--- config.mk ---
export PLATFORM = sky130hd
export DESIGN_NAME = max_pool2d_stream
export DESIGN_NICKNAME = d
export VERILOG_FILES = /design/src/rtl/max_pool2d_stream_pkg.sv /design/src/rtl/max_pool2d_stream_pool_line_buf.sv /design/src/rtl/max_pool2d_stream.sv
export SDC_FILE = /design/constraint.sdc
export NUM_CORES = 1
export LEC_CHECK = 0
export BUFFER_PORTS_ARGS = -buffer_cell sky130_fd_sc_hd__buf_4
export CORE_MARGIN = 5
export CORE_UTILIZATION = 59
export DETAILED_ROUTE_END_ITERATION = 6
export GPL_ROUTABILITY_DRIVEN = 0
export PLACE_DENSITY = 0.73
export SYNTH_ARGS = -nofsm -noshare
export SYNTH_HDL_FRONTEND = slang
export SYNTH_HIERARCHICAL = 1
export SYNTH_SLANG_ARGS = --single-unit
--- constraint.sdc ---
create_clock -name clk -period 6.1 [get_ports clk]
set_input_delay 1.22 -clock clk [delete_from_list [all_inputs] [get_ports clk]]
set_output_delay 1.22 -clock clk [all_outputs]
set_load 0.005 [all_outputs]
--- src/rtl/max_pool2d_stream_pkg.sv ---
// max_pool2d_stream_pkg: pooling mode encodings, default datapath width and
// a signed/unsigned "greater than" helper shared by the pooling layers.
// No ports; imported with import max_pool2d_stream_pkg::*.
`ifndef INTERNAL_BITS
`define INTERNAL_BITS 32
`endif
package max_pool2d_stream_pkg;
   localparam int INTERNAL_BITS = `INTERNAL_BITS;
   localparam bit POOL_MAX = 1'b0;
   localparam bit POOL_AVG = 1'b1;
   // a > b given both sign bits and the unsigned compare of the remaining bits
   function automatic logic greater(input logic sgn, input logic a_msb, input logic b_msb,
                                    input logic low_gt);
      return (a_msb != b_msb) ? (sgn ? b_msb : a_msb) : low_gt;
   endfunction
endpackage

--- src/rtl/max_pool2d_stream_pool_line_buf.sv ---
// pool_line_buf: half-width line of partial pooling results, one write and one
// asynchronous read port, no reset (always written before read within a frame).
// Ports: clk; we/waddr/wdata write port; raddr/rdata read port.
module pool_line_buf #(
   parameter int DEPTH  = 14,
   parameter int WIDTH  = 32,
   parameter int ADDR_W = DEPTH > 1 ? $clog2(DEPTH) : 1
) (
   input  logic              clk,
   input  logic              we,
   input  logic [ADDR_W-1:0] waddr,
   input  logic [WIDTH-1:0]  wdata,
   input  logic [ADDR_W-1:0] raddr,
   output logic [WIDTH-1:0]  rdata
);
   logic [WIDTH-1:0] mem [DEPTH];
   always_ff @(posedge clk)
      if (we) mem[waddr] <= wdata;
   assign rdata = mem[raddr];
endmodule

--- src/rtl/max_pool2d_stream.sv ---
// max_pool2d_stream: streaming 2x2 stride-2 max/average pooling over a raster
// pixel stream with valid/ready on both sides.
// Ports: clk, rst (async, active-high), clr (sync frame restart);
//   in_valid/in_ready/in_data input pixel stream;
//   out_valid/out_ready/out_data/out_last pooled stream, out_last on frame end.
module max_pool2d_stream
   import max_pool2d_stream_pkg::*;
#(
   parameter int DATA_W = INTERNAL_BITS,
   parameter int IMG_W  = 28,
   parameter int IMG_H  = 28,
   parameter bit SIGNED = 1'b1,
   parameter bit MODE   = POOL_MAX
) (
   input  logic              clk,
   input  logic              rst,
   input  logic              clr,
   input  logic              in_valid,
   output logic              in_ready,
   input  logic [DATA_W-1:0] in_data,
   output logic              out_valid,
   input  logic              out_ready,
   output logic [DATA_W-1:0] out_data,
   output logic              out_last
);
   localparam int AW    = DATA_W + int'(MODE);
   localparam int SW    = DATA_W + 2;
   localparam int CW    = $clog2(IMG_W);
   localparam int RW    = $clog2(IMG_H);
   localparam int DEPTH = IMG_W / 2;
   localparam int LA    = DEPTH > 1 ? $clog2(DEPTH) : 1;

   if (IMG_W % 2 != 0 || IMG_H % 2 != 0 || IMG_W < 2 || IMG_H < 2) begin : g_bad_geometry
      $error("max_pool2d_stream: IMG_W and IMG_H must be even and >= 2");
   end

   logic [CW-1:0]        col;
   logic [RW-1:0]        row;
   logic [AW-1:0]        h_reg, lb_rd;
   logic                 acc, col_end, row_end;
   logic [SW-1:0]        in_e, h_e, lb_e, h_sum, r_sum;
   logic signed [SW-1:0] r_signed;
   logic [DATA_W-1:0]    shr_s, shr_u, res;

   // max selects an operand, average accumulates; both work on SW-wide extended values
   function automatic logic [SW-1:0] op(input logic [SW-1:0] a, input logic [SW-1:0] b);
      return MODE ? a + b : (greater(SIGNED, a[SW-1], b[SW-1], a[SW-2:0] > b[SW-2:0]) ? a : b);
   endfunction

   assign in_ready = !out_valid || out_ready;
   assign acc      = in_valid && in_ready;
   assign col_end  = col == CW'(IMG_W - 1);
   assign row_end  = row == RW'(IMG_H - 1);

   assign in_e  = {{2{SIGNED && in_data[DATA_W-1]}}, in_data};
   assign h_e   = {{(SW-AW){SIGNED && h_reg[AW-1]}}, h_reg};
   assign lb_e  = {{(SW-AW){SIGNED && lb_rd[AW-1]}}, lb_rd};
   // a horizontal pair always fits in AW bits, so h_sum is already its own SW extension
   assign h_sum = op(h_e, in_e);
   assign r_sum = op(lb_e, h_sum);
   assign r_signed = r_sum;
   assign shr_s = DATA_W'(r_signed >>> 2);
   assign shr_u = DATA_W'(r_sum >> 2);
   assign res   = MODE ? (SIGNED ? shr_s : shr_u) : r_sum[DATA_W-1:0];

   pool_line_buf #(.DEPTH(DEPTH), .WIDTH(AW)) u_line_buf (
      .clk   (clk),
      .we    (acc && !clr && col[0] && !row[0]),
      .waddr (LA'(col >> 1)),
      .wdata (h_sum[AW-1:0]),
      .raddr (LA'(col >> 1)),
      .rdata (lb_rd)
   );

   always_ff @(posedge clk or posedge rst)
      if (rst) begin
         col   <= '0;
         row   <= '0;
         h_reg <= '0;
      end else if (clr) begin
         col   <= '0;
         row   <= '0;
         h_reg <= '0;
      end else if (acc) begin
         col <= col_end ? '0 : col + 1'b1;
         if (col_end) row <= row_end ? '0 : row + 1'b1;
         if (!col[0]) h_reg <= in_e[AW-1:0];
      end

   always_ff @(posedge clk or posedge rst)
      if (rst) begin
         out_valid <= 1'b0;
         out_data  <= '0;
         out_last  <= 1'b0;
      end else if (clr) begin
         out_valid <= 1'b0;
         out_data  <= '0;
         out_last  <= 1'b0;
      end else if (acc && col[0] && row[0]) begin
         out_valid <= 1'b1;
         out_data  <= res;
         out_last  <= row_end && col_end;
      end else if (out_ready) begin
         out_valid <= 1'b0;
      end
endmodule

==> metrics.cfg <==
[grt]
grt_max_degree = 65
track_usage_pct = 26.7
grt.overflow.total = 0
antenna_found_initial = 0
grt_pass1_vias = 13200
grt_pass1_wl_um = 81800

[cells_and_area]
area_growth_pct = 17.4
final_area_um2 = 26200
fin_util_pct = 69.8
drive_gt1_share_pct = 30.5
register_area_um2 = 15400
num-fill-cells = 2443
antennaDiodeCount = 0
nNetsFinal = 1588
fin_cells = 2037
multi_input_area_um2 = 6580
largest_reg_flops = 448

[drt]
top_layer = met4
first_pass_iters = 5
met1_length_um = 21500
vias = 12800
drc = 0
antenna_left = 0
via_per_inst = 6.27
dr_wl_met3_um = 4370
wl_um = 54700
wl_met2_um = 27300
initialDrtViolationCount = 1083
wl_per_cell_um = 26.9

[critical_path]
critPathKind = primary input to flip-flop
critical_path.startpoint = in_data[6]
cp.required_ps = 6520
start_kind = primary input
r2r_slack_ps = 510
reg2regPathDepth = 24
critPathArrivalTime_ps = 6360
worst-path-max-fanout = 14
critPathCaptureType = flip-flop
timing.rr.start = h_reg[6]
regToRegEndpoint = out_data[17]

[synthesis]
yosys_most_used_dff = edfxtp_1
synth_area_leaders = edfxtp_1 (60%), mux4_2 (9.7%), dfrtp_1 (8.5%)
synth_largest_area_cell = edfxtp_1
synth.top_cell.area_share_pct = 60.3
synth_fp_nets = 1406
synthesis.area_um2 = 22300
synthCells = 1302
ys_types = 55
ys_ff_latch = 524
synth_enable_flop_cells = 448
synth_warnings = 6
yosysMostFrequentCell = edfxtp_1
synth_common_cells = edfxtp_1 (448), mux4_2 (96), mux2i_1 (80)
synth-seq-area-share_pct = 68.9
avgSynthCellArea_um2 = 17.1
async_flop_share_pct = 14.5

[die]
start_util_pct = 59.5
die-area_um2 = 41800
die_w_um = 204
core_area_um2 = 37500
rows = 71
ios = 72
dieHeight_um = 204

[placed_design]
portBuffers = 71
place_inst = 1940
placed_area_um2 = 24300
dp.final_hpwl_um = 33100

[pwr]
power_density_nw_per_um2 = 313
p_leak_nw = 9.46
ir_drop_mv = 0.253

[clock_network]
clock_latency_ps = 590
tritoncts = built
htree_levels = 2
cts_sinks = 524
clk_pin_slew_ps = 60
cts-buffers-inserted = 51
cts-root-buf = clkbuf_16
clockBufferDepth = 3

[timing]
setup_viol = 0
slew_headroom_pct = 27.2
tightestPinTransition_ps = 1090
finalCriticalPeriod_ps = 5930
drv_slew = 0
hold_viol = 0
clock_skew_ps = 18.7
grt_setup_unrepaired = false
period_share_pct = 97.3
fin_tns_setup_ps = 0
fmax_ghz = 0.169

[hold_path]
worst_hold_path.endpoint = out_data[11]
hold-path-cell-count = 2
hp-class = flip-flop to flip-flop
hold_start = out_data[11]

[job]
cap_violations = 0

[run_status]
status = completed

## layout make-up
cell class,count,share of cell area (%)
Sequential cell,524,58.7
Multi-Input combinational cell,649,25.1
Timing Repair Buffer,191,5.81
Clock buffer,74,5.60
Tap cell,511,2.44
Clock inverter,21,1.32
Inverter,67,0.966
## logic make-up (layout without fill, tap and decap cells)
kind of cell    count (synthesis)  after routing  share of synthesized area (%)
flops                         524            524                           68.9
buf+inv                       129            353                           2.63
compound gates                185            185                           5.27
mux                           222            222                           15.6
fa+ha+maj                      67             67                           3.76
xor+xnor                        5              5                          0.196
simple gates                  170            170                           3.66
## critical path: stages
cell       delay (ps)
buf_4             110
inv_1              40
ha_1              290
a21o_1            190
a21o_1            210
a2111oi_4         360
and4bb_1          240
o31a_1            340
mux2i_4           190
buf_6             170
mux2_2            350
inv_1              60
ha_1              240
a21oi_1           150
nand2_1            70
a31oi_1           230
buf_4             150
o2111ai_2         170
o32ai_2           320
nor3b_1           100
mux2_4            300
nor3_4            200
buf_4             150
buf_12            160
mux2i_2           240
o21ai_1           100
## stage by stage
stage,total power [W],hold slack [ps],setup WS (ps)
floorplan,0.00457,466,42.4
global placement,0.00485,474,-572
detailed placement,0.00487,486,-804
CTS,0.00823,500,55.5
global route,0.00848,521,4.13
finish,0.00820,497,167
## worst max-delay path by stage
stage	to	cells after the start	slack (ps)
global placement	out_data[21]	25	-570
finish	out_data[17]	26	170
CTS	out_data[17]	26	60
floorplan	out_data[10]	23	40
detailed placement	out_data[17]	26	-800
global route	out_data[17]	26	4
## routing by layer
| layer | global-route usage [%] | vias up |
|---|---|---|
| li1 | - | 5528 |
| met1 | 36.9 | 6632 |
| met2 | 44.2 | 517 |
| met3 | 5.14 | 96 |
| met4 | 7.37 | 0 |
| met5 | 0 | - |
## placed cells by master (no fill, tap or decap), types with 11 or more instances in the layout
cell type | synthesis | final
nand3_1 | 14 | 13
buf_4 | 9 | 182
ha_1 | 67 | 67
nand2_1 | 62 | 62
clkbuf_16 | 0 | 53
nand4_1 | 13 | 13
mux4_2 | 96 | 96
nor2_4 | 0 | 11
o21ai_1 | 31 | 31
o21ai_0 | 11 | 11
nor2_1 | 37 | 25
clkbuf_1 | 33 | 15
o22ai_1 | 32 | 32
inv_2 | 15 | 15
nor3_1 | 17 | 12
dfrtp_1 | 76 | 72
mux2i_1 | 80 | 74
a21oi_1 | 51 | 51
inv_1 | 52 | 51
mux2_2 | 45 | 45
edfxtp_1 | 448 | 448
a22o_1 | 33 | 33
## repair_timing
item | in CTS | in global routing
setup endpoints to repair | 30 | 30
gates resized for setup | 4 | 12
pin swaps | 1 | 4
hold buffers | 0 | 0
buffers inserted | 0 | 2
cloned | 0 | 0
## where the power goes
part	leakage, nW	switching, W	total, W	internal (W)
Combinational	3.50	0.000436	0.000789	0.000353
Clock	0.868	0.00133	0.00338	0.00205
Sequential	5.08	0.0000433	0.00403	0.00399
Total	9.46	0.00181	0.00820	0.00640
No activity file was read; power rests on OpenSTA's default activity.
